### config.mk
export PLATFORM = sky130hd
export DESIGN_NAME = ntt_host_ctrl
export DESIGN_NICKNAME = d
export VERILOG_FILES = /design/src/rtl/ntt_host_ctrl.sv
export SDC_FILE = /design/constraint.sdc
export NUM_CORES = 1
export LEC_CHECK = 0
export ABC_AREA = 1
export CORE_AREA = 2 2 100 102
export DETAILED_ROUTE_END_ITERATION = 7
export DIE_AREA = 0 0 102 104
export DONT_BUFFER_PORTS = 1
export PLACE_DENSITY_LB_ADDON = 0.3
export SYNTH_ARGS = -nofsm -noshare
export SYNTH_HDL_FRONTEND = slang
export SYNTH_SLANG_ARGS = --single-unit
export TNS_END_PERCENT = 50
### constraint.sdc
create_clock -name axi_clk -period 1.7 [get_ports axi_clk]
set_input_delay 0.085 -clock axi_clk [delete_from_list [all_inputs] [get_ports axi_clk]]
set_output_delay 0.085 -clock axi_clk [all_outputs]
set_load 0.01 [all_outputs]
### src/rtl/ntt_host_ctrl.sv
// Host-side job sequencer for the FFT/NTT user project: command beat, operand load, result drain, status poll, re-arm write.
// Latency: command beat visible the cycle after start; LOAD/DRAIN are zero-latency combinational pass-throughs at one beat per cycle.
// Backpressure: stream readies pass straight through in LOAD/DRAIN and are held low elsewhere; AXI-Lite valids hold until accepted.
// Optional checksum output is compiled in with NTT_HOST_CTRL_CHECKSUM_EN.
module ntt_host_ctrl #(
   parameter int pIN_WORDS = 2048,
   parameter int pPOLL_MAX = 255
) (
   input  logic        axi_clk,
   input  logic        axi_reset_n,
   input  logic        start,
   input  logic [1:0]  mode,
   output logic        busy,
   output logic        done,
   output logic        err,
   output logic [2:0]  state_o,
   output logic [11:0] out_cnt,
   input  logic        src_tvalid,
   input  logic [31:0] src_tdata,
   output logic        src_tready,
   output logic        ss_tvalid,
   output logic [31:0] ss_tdata,
   output logic        ss_tlast,
   input  logic        ss_tready,
   input  logic        sm_tvalid,
   input  logic [31:0] sm_tdata,
   input  logic        sm_tlast,
   output logic        sm_tready,
   output logic        dst_tvalid,
   output logic [31:0] dst_tdata,
   input  logic        dst_tready,
   output logic        awvalid,
   output logic [11:0] awaddr,
   input  logic        awready,
   output logic        wvalid,
   output logic [31:0] wdata,
   output logic [3:0]  wstrb,
   input  logic        wready,
   output logic        arvalid,
   output logic [11:0] araddr,
   input  logic        arready,
   input  logic        rvalid,
   input  logic [31:0] rdata,
   output logic        rready
`ifdef NTT_HOST_CTRL_CHECKSUM_EN
   ,
   output logic [31:0] checksum
`endif
);

   typedef enum logic [2:0] {
      S_IDLE    = 3'd0,
      S_CMD     = 3'd1,
      S_LOAD    = 3'd2,
      S_DRAIN   = 3'd3,
      S_POLL_AR = 3'd4,
      S_POLL_R  = 3'd5,
      S_RST_W   = 3'd6,
      S_DONE    = 3'd7
   } state_t;

   localparam logic [11:0] LAST_IN   = 12'(pIN_WORDS - 1);
   localparam logic [11:0] POLL_LAST = 12'(pPOLL_MAX - 1);

   state_t      state;
   state_t      state_nxt;
   logic [1:0]  mode_q;
   logic [11:0] in_cnt;
   logic [11:0] poll_cnt;
   logic [11:0] drain_last;
   logic        job_start;
   logic        load_hs;
   logic        drain_hs;
   logic        poll_miss;
   logic        unused_rdata;

   // Only the ready bit of the status word matters.
   assign unused_rdata = ^rdata[31:1];

   // Mode 2/3 jobs return half the result count.
   assign drain_last = mode_q[1] ? 12'd1023 : 12'd2047;

   assign busy    = (state != S_IDLE);
   assign done    = (state == S_DONE);
   assign state_o = state;
   assign awaddr  = 12'h000;
   assign araddr  = 12'h000;

   // State register; reset drops every valid at once because outputs decode from it.
   always_ff @(posedge axi_clk or negedge axi_reset_n) begin
      if (!axi_reset_n) begin
         state <= S_IDLE;
      end else begin
         state <= state_nxt;
      end
   end

   // Next-state and decoded outputs, including the LOAD/DRAIN stream pass-throughs.
   always_comb begin
      state_nxt  = state;
      job_start  = 1'b0;
      load_hs    = 1'b0;
      drain_hs   = 1'b0;
      poll_miss  = 1'b0;
      src_tready = 1'b0;
      ss_tvalid  = 1'b0;
      ss_tdata   = 32'h0;
      ss_tlast   = 1'b0;
      sm_tready  = 1'b0;
      dst_tvalid = 1'b0;
      dst_tdata  = 32'h0;
      awvalid    = 1'b0;
      wvalid     = 1'b0;
      wdata      = 32'h0;
      wstrb      = 4'h0;
      arvalid    = 1'b0;
      rready     = 1'b0;
      case (state)
         S_IDLE: begin
            if (start) begin
               job_start = 1'b1;
               state_nxt = S_CMD;
            end
         end
         S_CMD: begin
            ss_tvalid = 1'b1;
            ss_tdata  = {28'b0, 2'b01, mode_q};
            if (ss_tready) state_nxt = S_LOAD;
         end
         S_LOAD: begin
            ss_tvalid  = src_tvalid;
            ss_tdata   = src_tdata;
            src_tready = ss_tready;
            ss_tlast   = (in_cnt == LAST_IN);
            load_hs    = src_tvalid & ss_tready;
            if (load_hs && in_cnt == LAST_IN) state_nxt = S_DRAIN;
         end
         S_DRAIN: begin
            sm_tready  = dst_tready;
            dst_tvalid = sm_tvalid;
            dst_tdata  = sm_tdata;
            drain_hs   = sm_tvalid & dst_tready;
            if (drain_hs && out_cnt == drain_last) state_nxt = S_POLL_AR;
         end
         S_POLL_AR: begin
            arvalid = 1'b1;
            if (arready) state_nxt = S_POLL_R;
         end
         S_POLL_R: begin
            rready = 1'b1;
            if (rvalid) begin
               if (rdata[0]) begin
                  state_nxt = S_RST_W;
               end else begin
                  poll_miss = 1'b1;
                  state_nxt = (poll_cnt == POLL_LAST) ? S_DONE : S_POLL_AR;
               end
            end
         end
         S_RST_W: begin
            awvalid = 1'b1;
            wvalid  = 1'b1;
            wdata   = 32'h1;
            wstrb   = 4'hF;
            if (awready && wready) state_nxt = S_DONE;
         end
         S_DONE: begin
            state_nxt = S_IDLE;
         end
         default: begin
            state_nxt = S_IDLE;
         end
      endcase
   end

   // Job context, beat counters and the sticky error flag.
   always_ff @(posedge axi_clk or negedge axi_reset_n) begin
      if (!axi_reset_n) begin
         mode_q   <= 2'b00;
         err      <= 1'b0;
         out_cnt  <= 12'h0;
         in_cnt   <= 12'h0;
         poll_cnt <= 12'h0;
      end else begin
         if (job_start) begin
            mode_q   <= mode;
            err      <= 1'b0;
            out_cnt  <= 12'h0;
            in_cnt   <= 12'h0;
            poll_cnt <= 12'h0;
         end
         if (load_hs) in_cnt <= in_cnt + 12'd1;
         if (drain_hs) begin
            out_cnt <= out_cnt + 12'd1;
            if (sm_tlast != (out_cnt == drain_last)) err <= 1'b1;
         end
         if (poll_miss) begin
            poll_cnt <= poll_cnt + 12'd1;
            if (poll_cnt == POLL_LAST) err <= 1'b1;
         end
      end
   end

`ifdef NTT_HOST_CTRL_CHECKSUM_EN
   // XOR of every accepted result word; kept after done for the host to read.
   always_ff @(posedge axi_clk or negedge axi_reset_n) begin
      if (!axi_reset_n) begin
         checksum <= 32'h0;
      end else if (job_start) begin
         checksum <= 32'h0;
      end else if (drain_hs) begin
         checksum <= checksum ^ sm_tdata;
      end
   end
`endif

endmodule

==> results.toml <==
[die]
placementRows = 36
die_w_um = 102
design.die.area_um2 = 10600
core_area_um2 = 9550
initial_core_util_pct = 36.6
pin_count = 261
die_height_um = 104

[sta]
final_min_period_over_clock_period_pct = 104
final.hold.worst_slack_ns = 0.0769
worst_clock_skew_ns = 0.0126
unrepaired_setup_endpoints_after_global_routing = "true"
maxSlewViolCount = 0
setup_ws_ns = -0.0601
report.final.setup_viol = 4
report.final.hold_viol_count = 0
finalWorstPathRequiredPeriod_ns = 1.76
max_frequency_mhz = 568
totalNegativeSetupSlack_ns = -0.127

[synth]
syn-instance-count = 544
avgSynthCellArea_um2 = 6.43
yosysWarningCount = 0
synth.top_cell.area_share_pct = 30.0
postSynth.asyncResetShare_pct = 100
synth-seq-cells = 42
dominantRegCellSynth = "sky130_fd_sc_hd__dfrtp_1"
yosys.cell_count.top_type = "sky130_fd_sc_hd__inv_1"
yosysTopAreaCell = "sky130_fd_sc_hd__dfrtp_1"
synth_enable_flop_cells = 0
synth.top_cells.by_area = "sky130_fd_sc_hd__dfrtp_1 30%, sky130_fd_sc_hd__buf_4 13%, sky130_fd_sc_hd__inv_1 12%"
mappedNetlistArea_um2 = 3500
synth.cells.most_frequent = "108 x sky130_fd_sc_hd__inv_1, 99 x sky130_fd_sc_hd__nand2_1, 97 x sky130_fd_sc_hd__nor2_1"
synth_sequential_area_ratio_pct = 30.0
post_synth_num_cell_types = 35

[setup_path]
crit_type = "flip-flop to primary output"
worstSetupStartpointType = "flip-flop"
crit_path_max_fanout = 3
endpoint_kind = "primary output"
critical_path_required_ns = 1.62
crit_arrival_ns = 1.68

[cells_and_area]
finalInstanceArea_um2 = 4190
final_cell_count_no_fill = 724
final_core_util_pct = 43.8
multi_input_area_um2 = 1920
num_antenna_cells = 0
area_growth_from_synthesis_to_layout_pct = 19.6
num-fill-cells = 992
post_layout_nets = 704
final-seq-area_um2 = 1050
layout-drive-gt1-share_pct = 22.7

[grt]
grt_start_max_net_pins = 43
global_route.usage.total_pct = 17.3
grt_pass1_vias = 3031
grt_pass1_wl_um = 14700
grt_antenna_before_repair = 1
gr-total-overflow = 0

[power]
power_density_nw_per_um2 = 1100
peakVddDrop_v = 0.000425
p_leak_nw = 2.28
post_layout_total_power_mw = 4.60

[cts]
cts_tree = "built"
clkSinkCount = 42
clock_insertion_delay_worst_skew_ns = 0.29
cts_inserted_buffers = 5
ctsRootBufferMaster = "sky130_fd_sc_hd__clkbuf_8"
clock_tree.htree_level_count = 2
max-clock-path-buffers = 2
clk_transition_reported_paths_ns = 0.09

[placed_design]
placedCellCount = 696
pre_cts_slack_ns = 0.0501
place.detailed.hpwl_um = 7720
finalWeightedCongestion = 0.849
place.port_buffers = 0
placed_cell_area_um2 = 3640

[routing]
route.detailed.drc = 0
avgRoutedWirePerCell_um = 14.0
detail_route.wirelength_um = 10100
firstDrtPassIters = 4
via_per_inst = 4.60
postRouteAntennaNets = 0
first_iter_violations = 206
route.vias.total = 3327

[hold_path]
holdCritPathClass = "input port to flip-flop"

[status]
violations = "negative setup slack"
run_status = "finished with violations"

[run]
max_cap_viol_count = 0
logic make-up after synthesis:
logic type	synth area share, %
AO/OA/AOI/OAI	9.08
XOR/XNOR	0.751
adder cells (fa/ha/maj)	1.43
buffers and inverters	26.8
flip-flops	30.0
multiplexers	0.286
other	0.107
AND/OR/NAND/NOR	31.5
state kept, by name, indices dropped and copies added, names as in the netlist:
register and flops:
mode_q 2, poll_cnt 12, err 1, out_cnt 12, state_o 3, in_cnt 12
critical path: stages, from the launching register on:
cell and delay, ns:
sky130_fd_sc_hd__dfrtp_2 0.43, sky130_fd_sc_hd__inv_2 0.08, sky130_fd_sc_hd__nand2_4 0.06, sky130_fd_sc_hd__nor2_4 0.12
sky130_fd_sc_hd__clkinvlp_4 0.16, sky130_fd_sc_hd__nor4_4 0.27, sky130_fd_sc_hd__buf_4 0.17, sky130_fd_sc_hd__buf_6 0.09
cells in the final DEF, fill, tap and decap left out, types with 2 or more instances in the layout:
| cell type | count |
|---|---|
| sky130_fd_sc_hd__nand4_1 | 5 |
| sky130_fd_sc_hd__o22ai_1 | 5 |
| sky130_fd_sc_hd__nand3b_1 | 2 |
| sky130_fd_sc_hd__nor2_2 | 28 |
| sky130_fd_sc_hd__nor3_1 | 4 |
| sky130_fd_sc_hd__o21ai_0 | 21 |
| sky130_fd_sc_hd__nand2_1 | 96 |
| sky130_fd_sc_hd__inv_4 | 2 |
| sky130_fd_sc_hd__buf_12 | 2 |
| sky130_fd_sc_hd__inv_2 | 7 |
| sky130_fd_sc_hd__dfrtp_1 | 39 |
| sky130_fd_sc_hd__conb_1 | 55 |
| sky130_fd_sc_hd__dfrtp_2 | 3 |
| sky130_fd_sc_hd__nor2_1 | 56 |
| sky130_fd_sc_hd__nand2_2 | 6 |
| sky130_fd_sc_hd__ha_1 | 3 |
| sky130_fd_sc_hd__nand3_1 | 26 |
| sky130_fd_sc_hd__clkinv_2 | 2 |
| sky130_fd_sc_hd__o31ai_1 | 3 |
| sky130_fd_sc_hd__buf_8 | 2 |
| sky130_fd_sc_hd__nor3_2 | 3 |
| sky130_fd_sc_hd__nor2_4 | 18 |
| sky130_fd_sc_hd__inv_1 | 105 |
| sky130_fd_sc_hd__o21ai_1 | 2 |
| sky130_fd_sc_hd__buf_6 | 2 |
| sky130_fd_sc_hd__xnor2_1 | 2 |
| sky130_fd_sc_hd__nand3_4 | 2 |
| sky130_fd_sc_hd__buf_4 | 44 |
| sky130_fd_sc_hd__nand2_4 | 2 |
| sky130_fd_sc_hd__a21oi_1 | 23 |
| sky130_fd_sc_hd__dlygate4sd3_1 | 4 |
| sky130_fd_sc_hd__clkbuf_8 | 5 |
power breakdown:
group / switching, mW / leakage [nW] / total, mW / internal [mW]
Combinational: 1.62 / 1.65 / 2.51 / 0.897
Clock: 0.362 / 0.0579 / 0.795 / 0.433
Sequential: 0.153 / 0.571 / 1.29 / 1.14
final timing paths:
kind	start	endpoint	slack, ns	cells after the start
setup / recovery	state_o[0]	ss_tlast	-0.06	7
hold / removal	rvalid	poll_cnt[1]	0.08	2
setup reg to reg	state_o[0]	out_cnt[7]	0.13	10
hold reg to reg	in_cnt[8]	in_cnt[8]	0.50	1
max in group asynchronous	axi_reset_n	state_o[0]	1.19	2
min in group asynchronous	axi_reset_n	out_cnt[9]	0.30	2
metal layers:
| metal | vias up | routed length [µm] | GRT usage (%) |
|---|---|---|---|
| li1 | 1624 | - | - |
| met1 | 1552 | 4040 | 19.8 |
| met2 | 139 | 5190 | 31.3 |
| met3 | 10 | 735 | 4.97 |
| met4 | 2 | 127 | 3.90 |
| met5 | - | 13 | 0 |
what timing repair did:
action,CTS,global route
hold buffers,5,0
pin swaps,6,3
gates resized for setup,25,53
setup buffers,13,2
endpoints found under the hold margin,45,0
endpoints found under the setup margin,55,69
final cells by class:
class,count,area share (%)
timing repair buffer,55,11.7
clock buffer,5,1.64
multi-input combinational,371,46.0
inverter,115,10.5
sequential,42,25.2
clock inverter,3,0.957
tap,133,3.98
Note: power is estimated with default switching activity, not from simulation.
